==> src/rtl/bus_trace_buffer.sv <==
// bus_trace_buffer: on-chip logic analyser for the B32P memory bus.
// Captures bus accesses into a circular buffer with an address-match
// trigger and POST_TRIG post-trigger samples, then reads back oldest-first.
//
// Ports:
//   clk, reset (async, active-low)
//   arm, abort            : capture control pulses
//   trig_addr, trig_mask  : trigger compare (mask bit 1 = compare)
//   bus_valid/we/addr/data: observed bus access
//   rd_idx                : readback index, 0 = oldest
//   rd_we/addr/data(/ts)  : registered readback entry, 1-cycle latency
//   state, count, trig_idx, done : capture status
//
// Optional: define TRACE_TIMESTAMP_EN to store a 16-bit cycle stamp per
// entry and expose it on rd_ts.

module bus_trace_buffer #(
    parameter int DATA_W    = 32,
    parameter int ADDR_W    = 27,
    parameter int DEPTH     = 64,
    parameter int POST_TRIG = 32
) (
    input  logic                     clk,
    input  logic                     reset,
    input  logic                     arm,
    input  logic                     abort,
    input  logic [ADDR_W-1:0]        trig_addr,
    input  logic [ADDR_W-1:0]        trig_mask,
    input  logic                     bus_valid,
    input  logic                     bus_we,
    input  logic [ADDR_W-1:0]        bus_addr,
    input  logic [DATA_W-1:0]        bus_data,
    input  logic [$clog2(DEPTH)-1:0] rd_idx,
    output logic                     rd_we,
    output logic [ADDR_W-1:0]        rd_addr,
    output logic [DATA_W-1:0]        rd_data,
`ifdef TRACE_TIMESTAMP_EN
    output logic [15:0]              rd_ts,
`endif
    output logic [1:0]               state,
    output logic [$clog2(DEPTH):0]   count,
    output logic [$clog2(DEPTH)-1:0] trig_idx,
    output logic                     done
);

    localparam int AW = $clog2(DEPTH);
`ifdef TRACE_TIMESTAMP_EN
    localparam int EW = 1 + ADDR_W + DATA_W + 16;
`else
    localparam int EW = 1 + ADDR_W + DATA_W;
`endif
    localparam logic [AW-1:0] PT   = AW'(POST_TRIG);
    localparam logic [AW:0]   FULL = (AW+1)'(DEPTH);

    typedef enum logic [1:0] {
        S_IDLE = 2'd0,
        S_PRE  = 2'd1,
        S_POST = 2'd2,
        S_DONE = 2'd3
    } state_t;

    state_t          r_state;
    state_t          w_state_nxt;
    logic [AW-1:0]   r_wr_ptr;
    logic [AW:0]     r_count;
    logic [AW-1:0]   r_trig_idx;
    logic [AW-1:0]   r_post;
    logic [EW-1:0]   r_mem [DEPTH];
    logic [EW-1:0]   r_rd_q;
    logic            r_rd_vld;

    logic            w_hit;
    logic            w_wr_en;
    logic            w_clear;
    logic            w_full;
    logic [EW-1:0]   w_wdata;
    logic [AW-1:0]   w_rd_slot;
    logic            w_rd_ok;

    assign w_hit  = bus_valid &&
                    (((bus_addr ^ trig_addr) & trig_mask) == '0);
    assign w_full = (r_count == FULL);

`ifdef TRACE_TIMESTAMP_EN
    logic [15:0] r_ts;

    always_ff @(posedge clk or negedge reset) begin
        if (!reset)       r_ts <= '0;
        else if (w_clear) r_ts <= '0;
        else              r_ts <= r_ts + 16'd1;
    end

    assign w_wdata = {bus_we, bus_addr, bus_data, r_ts};
`else
    assign w_wdata = {bus_we, bus_addr, bus_data};
`endif

    // Next-state and write/clear strobes
    always_comb begin
        w_state_nxt = r_state;
        w_wr_en     = 1'b0;
        w_clear     = 1'b0;
        if (abort) begin
            w_state_nxt = S_IDLE;
        end else begin
            unique case (r_state)
                S_IDLE, S_DONE: begin
                    if (arm) begin
                        w_clear     = 1'b1;
                        w_state_nxt = S_PRE;
                    end
                end
                S_PRE: begin
                    if (bus_valid) begin
                        w_wr_en = 1'b1;
                        if (w_hit)
                            w_state_nxt = (POST_TRIG == 0) ? S_DONE : S_POST;
                    end
                end
                S_POST: begin
                    if (bus_valid) begin
                        w_wr_en = 1'b1;
                        if (r_post == AW'(1))
                            w_state_nxt = S_DONE;
                    end
                end
                default: w_state_nxt = S_IDLE;
            endcase
        end
    end

    always_ff @(posedge clk or negedge reset) begin
        if (!reset) r_state <= S_IDLE;
        else        r_state <= w_state_nxt;
    end

    // Pointer, fill count, trigger position and post-trigger counter.
    // trig_idx is kept relative to the oldest entry: once the buffer is
    // full every further write drops the oldest entry, so it moves down.
    always_ff @(posedge clk or negedge reset) begin
        if (!reset) begin
            r_wr_ptr   <= '0;
            r_count    <= '0;
            r_trig_idx <= '0;
            r_post     <= '0;
        end else if (w_clear) begin
            r_wr_ptr   <= '0;
            r_count    <= '0;
            r_trig_idx <= '0;
        end else if (w_wr_en) begin
            r_wr_ptr <= r_wr_ptr + AW'(1);
            if (!w_full)
                r_count <= r_count + (AW+1)'(1);
            if (r_state == S_PRE && w_hit) begin
                r_trig_idx <= w_full ? AW'(DEPTH - 1) : r_count[AW-1:0];
                r_post     <= PT;
            end else if (r_state == S_POST) begin
                r_post <= r_post - AW'(1);
                if (w_full)
                    r_trig_idx <= r_trig_idx - AW'(1);
            end
        end
    end

    // Oldest slot is wr_ptr - count; a full count wraps to 0 in AW bits
    assign w_rd_slot = r_wr_ptr - r_count[AW-1:0] + rd_idx;
    assign w_rd_ok   = ({1'b0, rd_idx} < r_count);

    // Plain write port plus registered read port, RAM-inferrable
    always_ff @(posedge clk) begin
        if (w_wr_en)
            r_mem[r_wr_ptr] <= w_wdata;
        r_rd_q <= r_mem[w_rd_slot];
    end

    always_ff @(posedge clk or negedge reset) begin
        if (!reset) r_rd_vld <= 1'b0;
        else        r_rd_vld <= w_rd_ok;
    end

`ifdef TRACE_TIMESTAMP_EN
    assign {rd_we, rd_addr, rd_data, rd_ts} = r_rd_vld ? r_rd_q : '0;
`else
    assign {rd_we, rd_addr, rd_data} = r_rd_vld ? r_rd_q : '0;
`endif

    assign state    = r_state;
    assign count    = r_count;
    assign trig_idx = r_trig_idx;
    assign done     = (r_state == S_DONE);

endmodule

==> config.mk <==
export PLATFORM = sky130hd
export DESIGN_NAME = bus_trace_buffer
export DESIGN_NICKNAME = d
export VERILOG_FILES = /design/src/rtl/bus_trace_buffer.sv
export SDC_FILE = /design/constraint.sdc
export NUM_CORES = 2
export LEC_CHECK = 0
export ABC_AREA = 1
export BUFFER_PORTS_ARGS = -buffer_cell sky130_fd_sc_hd__clkbuf_2
export CAP_MARGIN = 40
export CORE_ASPECT_RATIO = 1.75
export CORE_MARGIN = 3
export CORE_UTILIZATION = 35
export CTS_BUF_LIST = sky130_fd_sc_hd__clkbuf_4
export DETAILED_ROUTE_END_ITERATION = 12
export GPL_ROUTABILITY_DRIVEN = 0
export HOLD_SLACK_MARGIN = 0.03
export PLACE_DENSITY = 0.47
export SLEW_MARGIN = 20
export SYNTH_ARGS = -nofsm -noshare
export SYNTH_HDL_FRONTEND = slang
export SYNTH_SLANG_ARGS = --single-unit
==> constraint.sdc <==
create_clock -name clk -period 8.5 [get_ports clk]
set_clock_uncertainty 0.1 [all_clocks]
set_input_delay 0.85 -clock clk [delete_from_list [all_inputs] [get_ports clk]]
set_output_delay 0.85 -clock clk [all_outputs]
set_load 0.01 [all_outputs]
==> impl_summary.txt <==
----------------------------------------------------
[Job]
  Max-cap check violation count ... 0

[Critical path]
  Critical path data arrival time ... 7.36 ns
  Critical path buffer and inverter count ... 10
  Cell at the slowest stage of the critical path ... sky130_fd_sc_hd__dlygate4sd3_1
  Maximum fanout encountered on the critical timing path ... between 60 and 70
  Type of element capturing the critical path ... register
  Worst Setup Path Type ... in2reg
  Launch point of the worst reg-to-reg path ... r_wr_ptr[1]
  Launching instance or port of the critical path ... bus_addr[25]
  Critical-path cell list ... dlygate4sd3_1 > clkbuf_2 > buf_4 > nand2_1 > nand3_1 > dlygate4sd3_1 > nand2_1 > dlygate4sd3_1 > nor2_1 > dlygate4sd3_1 > nand2_1 > dlygate4sd3_1 > nor2_1 > dlygate4sd3_1 > nand3_1 > nand2_1 > nand2_1 > dlygate4sd3_1 > o21ai_0 > dlygate4sd3_1
  Required arrival time at the worst endpoint ... about 10 ns
  Most common cell on crit path ... sky130_fd_sc_hd__dlygate4sd3_1
  Critical path startpoint category ... input port
  Gate family responsible for the most delay along the worst path ... buffers and inverters
  Reg2reg setup slack ... approximately 3.1 ns
  Peak per-stage delay on the critical path ... 0.64 ns
  Reg2reg end ... r_rd_q[34]
  Count of cells along the worst register-to-register path ... 13

[CTS]
  Cell at the root of the clock tree ... sky130_fd_sc_hd__clkbuf_4
  Maximum clock insertion buffer count ... 4
  Post-cts repair resize count ... 0
  Hold buffer count at CTS ... 95
  CTS tree ... built
  Number of buffers added for setup after CTS ... 0
  H-tree levels ... 6
  Number of sinks handled by clock tree synthesis ... between 3,000 and 4,000
  Number of buffers created by CTS ... between 800 and 900
  Reg clk slew, reported paths ... around 0.080 ns
  Insertion delay to the later sink of the worst-skew pair ... about 1.5 ns

[STA]
  Relative max-transition margin ... about a third
  Minimum clock period ... 6.00 ns
  Max-slew violation count ... 0
  Worst Tran Pin Value ... around 0.98 ns
  Worst hold slack ... approximately 0.15 ns
  Total Neg Setup Slack ... 0 ns
  Period utilisation layout ... around 71%
  Final-report setup violation count ... 0
  Fmax ... ~170 MHz
  Hold violation total from the final report ... 0
  RSZ-0062 raised after global routing ... false

[Yosys]
  Seq/Total Area, Yosys ... 74.9%
  Post-synthesis sequential element count ... between 3,000 and 4,000
  Most common flop cell mapped by yosys ... sky130_fd_sc_hd__edfxtp_1
  Post-synthesis cell count ... approximately 13,000
  Proportion of register bits with asynchronous set or reset after synthesis ... 0.713%
  Post-synth net total ... between 10,000 and 15,000
  Leading cell types by total area after synthesis ... sky130_fd_sc_hd__edfxtp_1 74%, sky130_fd_sc_hd__o21ai_0 6.4%, sky130_fd_sc_hd__nor2_1 4.8%
  EDFF count, synth ... ~3,800
  Total of warnings raised by yosys ... 0
  Avg Cell Area, Syn ... ~12 sq um
  Post-synth cell types ... 36
  Post-synthesis instance area ... roughly 160,000 sq um
  Fraction of synthesized cell area taken by the top area cell type ... approximately three quarters
  Post-synth top area cell ... sky130_fd_sc_hd__edfxtp_1

[Route]
  Average via count per standard cell ... ~5.5
  Drc violations ... 0
  Total detailed-routing wirelength ... 572 mm
  Antenna Nets Post-Route ... 0
  Post-DR wirelength/cell ... between 20 and 30 um
  Iteration count of the initial detailed-routing pass ... 6
  Via count ... 110,000
  1st-iter DRT viols ... between 10,000 and 15,000

[Global routing]
  Antenna violations before repair ... 36
  Grt ovf ... 0
  GR peak layer ... met2
  Maximum number of pins on one net before global-route repair ... approximately 190
  Met2 layer usage reported by global route ... a little over two fifths
  Met1 Track Usage GR ... between 30% and 40%
  Number of global-route vias before repair ... approximately 110k
  Overall fraction of global-route tracks in use ... about a quarter
  Wire length of the first global-routing pass ... approximately 800 mm
  Met3 demand-to-capacity share in global routing ... 3.31%

[Min path]
  Hold Path Sink ... r_mem[54][53]
  Min-Delay Startpoint ... bus_addr[21]
  Type of the worst min-delay path ... in2reg
  WHS Path Cells ... 2

[Die]
  Starting utilization of the core area ... 35.1%
  Die Footprint ... between 400,000 and 500,000 sq um
  Height of the die ... between 800 and 900 um
  Top-Level Pins ... about 200
  Die Wd ... between 500 and 600 um
  Core area ... 445,000 sq um
  Number of standard-cell rows in the floorplan ... between 300 and 400

[Finish]
  Most common cell after layout, fill and taps aside ... sky130_fd_sc_hd__edfxtp_1
  Synth-to-layout area growth ... 14.3%
  Final-stage net count ... roughly 13,000
  Fraction of final layout cells with drive strength greater than 1 ... 14.4%
  Leading cell types in the layout, fill and taps excluded ... 3,840 x sky130_fd_sc_hd__edfxtp_1, 1,989 x sky130_fd_sc_hd__o21ai_0, 1,960 x sky130_fd_sc_hd__nor2_1, 1,335 x sky130_fd_sc_hd__clkbuf_4, 1,240 x sky130_fd_sc_hd__nand2_1

[Run status]
  Outcome ... finished, final reports clean

[Placed design]
  I/O Buffers ... 200
  Detail Placement HPWL ... around 290 mm

----------------------------------------------------
[sequential cells by signal, summed over array words and instances (netlist names)]
name,cells
r_mem,3840
r_wr_ptr,6
count,7
r_rd_vld,1
r_rd_q,60
state,2
r_post,6
trig_idx,6
[per-layer routing]
| metal | share of wire, % | wire length (um) |
|---|---|---|
| met5 | 0.0084 | 48 |
| met4 | 3.6 | 20700 |
| met3 | 6.5 | 37300 |
| met2 | 51 | 291000 |
| met1 | 39 | 223000 |
[cell usage after synthesis, drive strengths merged, types with 4 or more instances]
| master | n |
|---|---|
| xor2 | 8 |
| a21oi | 10 |
| o21ai | 2420 |
| nand4 | 14 |
| nand2 | 1240 |
| nand3 | 400 |
| dfrtp | 28 |
| clkinv | 4 |
| dfxtp | 60 |
| nor4 | 7 |
| o22ai | 961 |
| fa | 5 |
| nor3 | 9 |
| nor2 | 2015 |
| buf | 292 |
| inv | 646 |
| ha | 20 |
| clkbuf | 558 |
| edfxtp | 3840 |
| xnor2 | 5 |
[through the flow]
stage	util, %	instances	worst slack (ns)	area [sq um]
finish	40.2	19900	2.50	179000
global route	40.2	19800	2.20	179000
CTS	40.1	19800	2.73	178000
detailed placement	37.3	18100	3.03	166000
global placement	36.9	18000	2.94	164000
floorplan	-	12600	0.312	156000
[worst max path at each step]
stage                         to  slack, ns  cells past startpoint
global placement      r_rd_q[34]       2.94                     14
global route         trig_idx[5]       2.20                     20
detailed placement    r_rd_q[34]       3.03                     14
CTS                  trig_idx[5]       2.73                     20
floorplan           r_mem[47][0]       0.31                      6
finish               trig_idx[5]       2.50                     20
[cell type report]
cell class / count / area (sq um)
Tap cell: 5868 / 7340
Antenna cell: 38 / 95.1
Inverter: 650 / 2470
Timing Repair Buffer: 635 / 6560
Clock buffer: 1333 / 10000
Fill cell: 42600 / 266000
Multi-Input combinational cell: 7124 / 33700
Sequential cell: 3928 / 117000
Clock inverter: 274 / 1410
[cells by family (layout without fill, tap and decap cells)]
group	count (synthesis)	after routing	share of synthesized area (%)
adder cells (fa/ha/maj)	25	25	0.224
buffers and inverters	1500	2892	3.86
flip-flops	3928	3928	74.9
other	0	38	0
AO/OA/AOI/OAI	3399	3399	11.7
XOR/XNOR	13	13	0.0872
AND/OR/NAND/NOR	3687	3687	9.22
Power is left out: the tool's default activity adds up to more than one toggle a clock period on the data nets, which glitch-free logic cannot reach.
